`src/rtl/mem_access_ctrl.sv`:
```
// Y86 data-memory initiator: decodes a memory-stage request, walks eight byte
// beats over a req/ack bus, and assembles little-endian loads into valM.
module mem_access_ctrl #(
  parameter int MEM_SIZE    = 512,
  parameter int ACK_TIMEOUT = 16
) (
  input  logic        clk,
  input  logic        rst,
  input  logic        req_valid,
  output logic        req_ready,
  input  logic [3:0]  icode,
  input  logic [63:0] valA,
  input  logic [63:0] valE,
  input  logic [63:0] valP,
  output logic        resp_valid,
  output logic [63:0] valM,
  output logic        error,
  output logic        bus_req,
  output logic        bus_we,
  output logic [63:0] bus_addr,
  output logic [7:0]  bus_wdata,
  input  logic        bus_ack,
  input  logic [7:0]  bus_rdata
);
  localparam int TW = $clog2(ACK_TIMEOUT + 1);

  typedef enum logic [1:0] {S_IDLE, S_ACCESS, S_RESP} state_t;

  state_t       r_state, w_state_next;
  logic [2:0]   r_cnt;
  logic [TW-1:0] r_tmo;
  logic         r_we;
  logic [63:0]  r_base;
  logic [63:0]  r_store;
  logic [63:0]  r_valm;
  logic         r_error;

  logic         w_is_rd, w_is_wr, w_fault, w_accept, w_tmo_hit;
  logic [63:0]  w_base, w_store;
  logic [64:0]  w_last_addr;

  always_comb begin
    w_is_rd = 1'b0;
    w_is_wr = 1'b0;
    w_base  = valE;
    w_store = valA;
    case (icode)
      4'h5:       w_is_rd = 1'b1;
      4'h9, 4'hB: begin w_is_rd = 1'b1; w_base = valA; end
      4'h4, 4'hA: w_is_wr = 1'b1;
      4'h8:       begin w_is_wr = 1'b1; w_store = valP; end
      default:    ;
    endcase
  end

  // 65-bit sum so a base near 2^64 that wraps is still caught as a fault
  assign w_last_addr = {1'b0, w_base} + 65'd7;
  assign w_fault     = w_last_addr >= 65'(MEM_SIZE);
  assign w_accept    = req_valid && (r_state == S_IDLE);
  assign w_tmo_hit   = !bus_ack && (r_tmo == TW'(ACK_TIMEOUT - 1));

  always_comb begin
    w_state_next = r_state;
    case (r_state)
      S_IDLE: begin
        if (w_accept) begin
          if ((w_is_rd || w_is_wr) && !w_fault) w_state_next = S_ACCESS;
          else                                  w_state_next = S_RESP;
        end
      end
      S_ACCESS: begin
        if ((bus_ack && r_cnt == 3'd7) || w_tmo_hit) w_state_next = S_RESP;
      end
      S_RESP:  w_state_next = S_IDLE;
      default: w_state_next = S_IDLE;
    endcase
  end

  always_ff @(posedge clk) begin
    if (rst) begin
      r_state <= S_IDLE;
      r_cnt   <= 3'd0;
      r_tmo   <= '0;
      r_we    <= 1'b0;
      r_base  <= 64'd0;
      r_store <= 64'd0;
      r_valm  <= 64'd0;
      r_error <= 1'b0;
    end else begin
      r_state <= w_state_next;
      case (r_state)
        S_IDLE: begin
          if (w_accept) begin
            r_valm  <= 64'd0;
            r_error <= (w_is_rd || w_is_wr) && w_fault;
            r_we    <= w_is_wr;
            r_base  <= w_base;
            r_store <= w_store;
            r_cnt   <= 3'd0;
            r_tmo   <= '0;
          end
        end
        S_ACCESS: begin
          if (bus_ack) begin
            if (!r_we) r_valm[{r_cnt, 3'b000} +: 8] <= bus_rdata;
            r_cnt <= r_cnt + 3'd1;
            r_tmo <= '0;
          end else if (w_tmo_hit) begin
            r_error <= 1'b1;
            r_tmo   <= '0;
          end else begin
            r_tmo <= r_tmo + 1'b1;
          end
        end
        default: ;
      endcase
    end
  end

  // Bus outputs are decoded from registered state so they hold until ack
  assign req_ready  = (r_state == S_IDLE);
  assign resp_valid = (r_state == S_RESP);
  assign bus_req    = (r_state == S_ACCESS);
  assign bus_we     = bus_req && r_we;
  assign bus_addr   = bus_req ? (r_base + {61'd0, r_cnt}) : 64'd0;
  assign bus_wdata  = bus_we ? r_store[{r_cnt, 3'b000} +: 8] : 8'd0;
  assign valM       = r_valm;
  assign error      = r_error;

endmodule

```
`config.mk`:
```
export PLATFORM = sky130hd
export DESIGN_NAME = mem_access_ctrl
export DESIGN_NICKNAME = d
export VERILOG_FILES = /design/src/rtl/mem_access_ctrl.sv
export SDC_FILE = /design/constraint.sdc
export NUM_CORES = 1
export LEC_CHECK = 0
export ABC_AREA = 1
export CORE_UTILIZATION = 45
export CTS_BUF_LIST = sky130_fd_sc_hd__clkbuf_4 sky130_fd_sc_hd__clkbuf_8 sky130_fd_sc_hd__clkbuf_16
export CTS_CLUSTER_DIAMETER = 40
export CTS_CLUSTER_SIZE = 12
export DETAILED_ROUTE_END_ITERATION = 10
export PLACE_DENSITY = 0.72
export SKIP_LAST_GASP = 1
export SLEW_MARGIN = 20
export SYNTH_ARGS = -nofsm -noshare
export SYNTH_HDL_FRONTEND = slang
export SYNTH_SLANG_ARGS = --single-unit
```
`constraint.sdc`:
```
create_clock -name clk -period 9.75 [get_ports clk]
set_input_delay 1.95 -clock clk [delete_from_list [all_inputs] [get_ports clk]]
set_output_delay 1.95 -clock clk [all_outputs]
set_load 0.01 [all_outputs]
```
==> impl_metrics.csv <==
group,metric,value,unit
grt,antenna_found_initial,0,
timing,setup_total_negative_slack,0,ns
timing,holdWs,0.461,ns
logic_synthesis,async_reset_ff_share,0,%
route,drt-total-wl,60.5,mm
layout,layout.cells.non_filler,3173,
logic_synthesis,main_area_contributors_after_synthesis,"sky130_fd_sc_hd__dfxtp_1, sky130_fd_sc_hd__nand2_1, sky130_fd_sc_hd__inv_1",
layout,final_design_area_no_fill,19400,um2
floorplan,number_of_placement_rows,65,
worst_setup_path,crit_fanout,7,
power,static-leakage-power,8.00,nW
floorplan,die_area,32900,um2
logic_synthesis,synth-xor-area-share,0.726,%
logic_synthesis,synth_simple_gate_area_share,40.2,%
floorplan,die_h,181,um
logic_synthesis,synth_warnings,0,
grt,grt.overflow.total,0,
layout,insertedDiodeCount,0,
power,power_density,153,nW/um2
layout,nNetsFinal,2964,
cts,holdBufCountCts,0,
logic_synthesis,ys_seq_elements,204,
cts,ctsHtreeMaxLevel,2,
timing,grt_setup_unrepaired,"false",
logic_synthesis,synth.mux.area_fraction,0,%
route,wl_met2,26.6,mm
timing,final.period_utilization,65.4,%
cts,clk_pin_slew,0.05,ns
cts,cts_buffers,35,
grt,grt_pass1_wl,93.1,mm
cts,postCtsSetupRepairBufs,0,
logic_synthesis,netlist-cell-type-count,39,
placement,gp_routability_congestion,1.00,
cts,cts_resized,0,
cts,cts.path.max_buffers,3,
logic_synthesis,synth-edff-count,0,
worst_setup_path,crit_path_end_kind,"output pin",
route,dr.first_iter.drc_count,1909,
flow_run,drv.max_cap_violation_count,0,
grt,grt_pass1_vias,16591,
power,p_total,0.00296,W
floorplan,die_width,181,um
logic_synthesis,synth_top_area_share,28.2,%
route,ant_nets,0,
cts,clk_root_buffer_cell,"sky130_fd_sc_hd__clkbuf_16",
worst_setup_path,critical_path_class,"register to output pin",
route,met3RoutedLength,5.36,mm
route,drt_first_pass_iters,6,
logic_synthesis,syn-mean-instance-area,5.89,um2
timing,report.final.setup_viol,0,
worst_setup_path,critical_path_required,7.80,ns
timing,final.setup_skew,0.0138,ns
timing,hold_violations,0,
placement,placedInstanceArea,18100,um2
logic_synthesis,postSynthCellCount,2460,
logic_synthesis,netlist.top_cell.by_area,"sky130_fd_sc_hd__dfxtp_1",
cts,worstSkewPairLatency,0.52,ns
route,drc,0,
timing,max_slew_margin,25.2,%
logic_synthesis,syn_nets,2680,
route,via_per_inst,5.68,
timing,timing_worst_slew_pin_value,1.12,ns
floorplan,initial_utilization,45.8,%
placement,dpl_hpwl,46.6,mm
timing,maxClockFrequency,157,MHz
logic_synthesis,synth-seq-area-share,28.2,%
placement,port_buffers,348,
power,vdd_drop_max,0.100,mV
worst_hold_path,hold_path.class,"register to register",
layout,areaGrowthSynthToFinish,33.7,%
logic_synthesis,synthesis.area,14500,um2
logic_synthesis,synthAdderAreaFrac,1.09,%
layout,post_route_cells_drive_above_1_share,5.27,%
status,status,"complete, no violations",
worst_setup_path,start_kind,"register",
floorplan,core_area,31600,um2
logic_synthesis,yosys_most_used_dff,"sky130_fd_sc_hd__dfxtp_1",
floorplan,ioPinCount,349,
route,top_layer,"met4",
timing,post-route-min-period,6.38,ns
cts,cts.sinks,204,
route,vias,18030,
worst_setup_path,worst_ep_arrival_time,4.43,ns
route,route.layer.met1.wl,26.0,mm
layout,n_fill_cell,3052,
placement,post_placement_cell_count,3109,
grt,grt_usage,36.1,%
timing,slew_viol_final,0,
grt,maximum_number_of_pins_on_one_net_before_global_route_repair,116,
logic_synthesis,synth_compound_area_share,17.7,%
route,drt-wirelength-per-cell,19.1,um
cts,cts_tree,"done",
logic_synthesis,synth_top_family_by_area,"simple AND/OR/NAND/NOR gates",
where the power goes:
group / leakage, nW / switching (W) / internal [W] / total (W)
registers: 1.67 / 0.0000529 / 0.000907 / 0.000960
logic: 5.69 / 0.000418 / 0.000228 / 0.000646
clock network: 0.640 / 0.000468 / 0.000886 / 0.00135
total: 8.00 / 0.000939 / 0.00202 / 0.00296
final timing paths:
check                          from                    end  slack, ns  cells after the start
max          r_base[0]$_SDFFE_PP0P_           bus_addr[60]       3.37                     16
min           r_tmo[4]$_SDFFE_PP0P_  r_tmo[4]$_SDFFE_PP0P_       0.46                      2
max reg2reg   r_cnt[0]$_SDFFE_PP0P_  valM[38]$_SDFFE_PP0P_       5.35                     12
min reg2reg   r_tmo[4]$_SDFFE_PP0P_  r_tmo[4]$_SDFFE_PP0P_       0.46                      2
critical path, cell delays in order (launching register included):
cell	delay (ns)
sky130_fd_sc_hd__dfxtp_1	0.44
sky130_fd_sc_hd__ha_1	0.33
sky130_fd_sc_hd__fa_1	0.26
sky130_fd_sc_hd__a21oi_1	0.08
sky130_fd_sc_hd__nor2_1	0.13
sky130_fd_sc_hd__nand2_1	0.13
sky130_fd_sc_hd__nor3_1	0.31
sky130_fd_sc_hd__nand2_1	0.17
sky130_fd_sc_hd__inv_1	0.11
sky130_fd_sc_hd__nand2_1	0.18
sky130_fd_sc_hd__nor2_1	0.24
sky130_fd_sc_hd__and2_1	0.26
sky130_fd_sc_hd__nand2_1	0.12
sky130_fd_sc_hd__nor2_1	0.26
sky130_fd_sc_hd__nand4_1	0.15
sky130_fd_sc_hd__a21oi_1	0.17
sky130_fd_sc_hd__clkdlybuf4s50_1	0.55
through the flow:
stage | worst slack (ns) | util [%]
floorplan | 5.27 | -
global placement | 3.50 | 57.1
detailed placement | 3.39 | 57.1
CTS | 3.35 | 61.2
global route | 3.04 | 61.2
finish | 3.37 | 61.2
cells in the final DEF (no fill, tap or decap), types with 35 or more instances in the layout:
master | synthesis | final
sky130_fd_sc_hd__a21oi_1 | 178 | 178
sky130_fd_sc_hd__nand3_1 | 178 | 178
sky130_fd_sc_hd__dfxtp_1 | 204 | 204
sky130_fd_sc_hd__nand4_1 | 93 | 93
sky130_fd_sc_hd__o21ai_0 | 157 | 157
sky130_fd_sc_hd__clkdlybuf4s50_1 | 0 | 346
sky130_fd_sc_hd__nor2_1 | 284 | 283
sky130_fd_sc_hd__nor3_1 | 66 | 66
sky130_fd_sc_hd__inv_1 | 323 | 322
sky130_fd_sc_hd__o211ai_1 | 76 | 76
sky130_fd_sc_hd__nand2_1 | 606 | 605
sky130_fd_sc_hd__clkbuf_16 | 0 | 35
registers in the layout (all words and copies together) (netlist names):
signal   flops
error        1
r_base      64
r_cnt        3
r_state      2
r_store     64
r_tmo        5
r_we         1
valM        64
final cells by class:
type	instances	area, um2	area share [%]
tap	402	503	2.60
timing repair buffer	362	3580	18.5
clock inverter	24	373	1.93
sequential	204	4080	21.1
inverter	334	1250	6.47
multi-input combinational	1807	8650	44.6
clock buffer	40	926	4.78
layer usage:
metal / GRT usage, % / up-vias
met5: 0 / -
met2: 57.0 / 1011
met4: 13.8 / 0
met1: 50.0 / 8221
li1: - / 8673
met3: 4.43 / 125
kinds of logic (layout without fill, tap and decap cells):
family,count (synthesis),count (layout)
AND/OR/NAND/NOR,1323,1323
flip-flops,204,204
XOR/XNOR,12,12
adder cells (fa/ha/maj),12,12
buffers and inverters,449,760
AO/OA/AOI/OAI,460,460
cells in the mapped netlist, drive strengths merged (8+ instances only):
library cell,number
a21oi,178
inv,330
nand3,180
nor3,66
dfxtp,204
buf,34
a31oi,13
o21ai,169
clkbuf,81
nand2,626
xor2,8
nand3b,10
o211ai,76
o22ai,8
ha,11
nor2,316
nor4,23
nand4,93
Note: power is estimated with default switching activity, not from simulation.
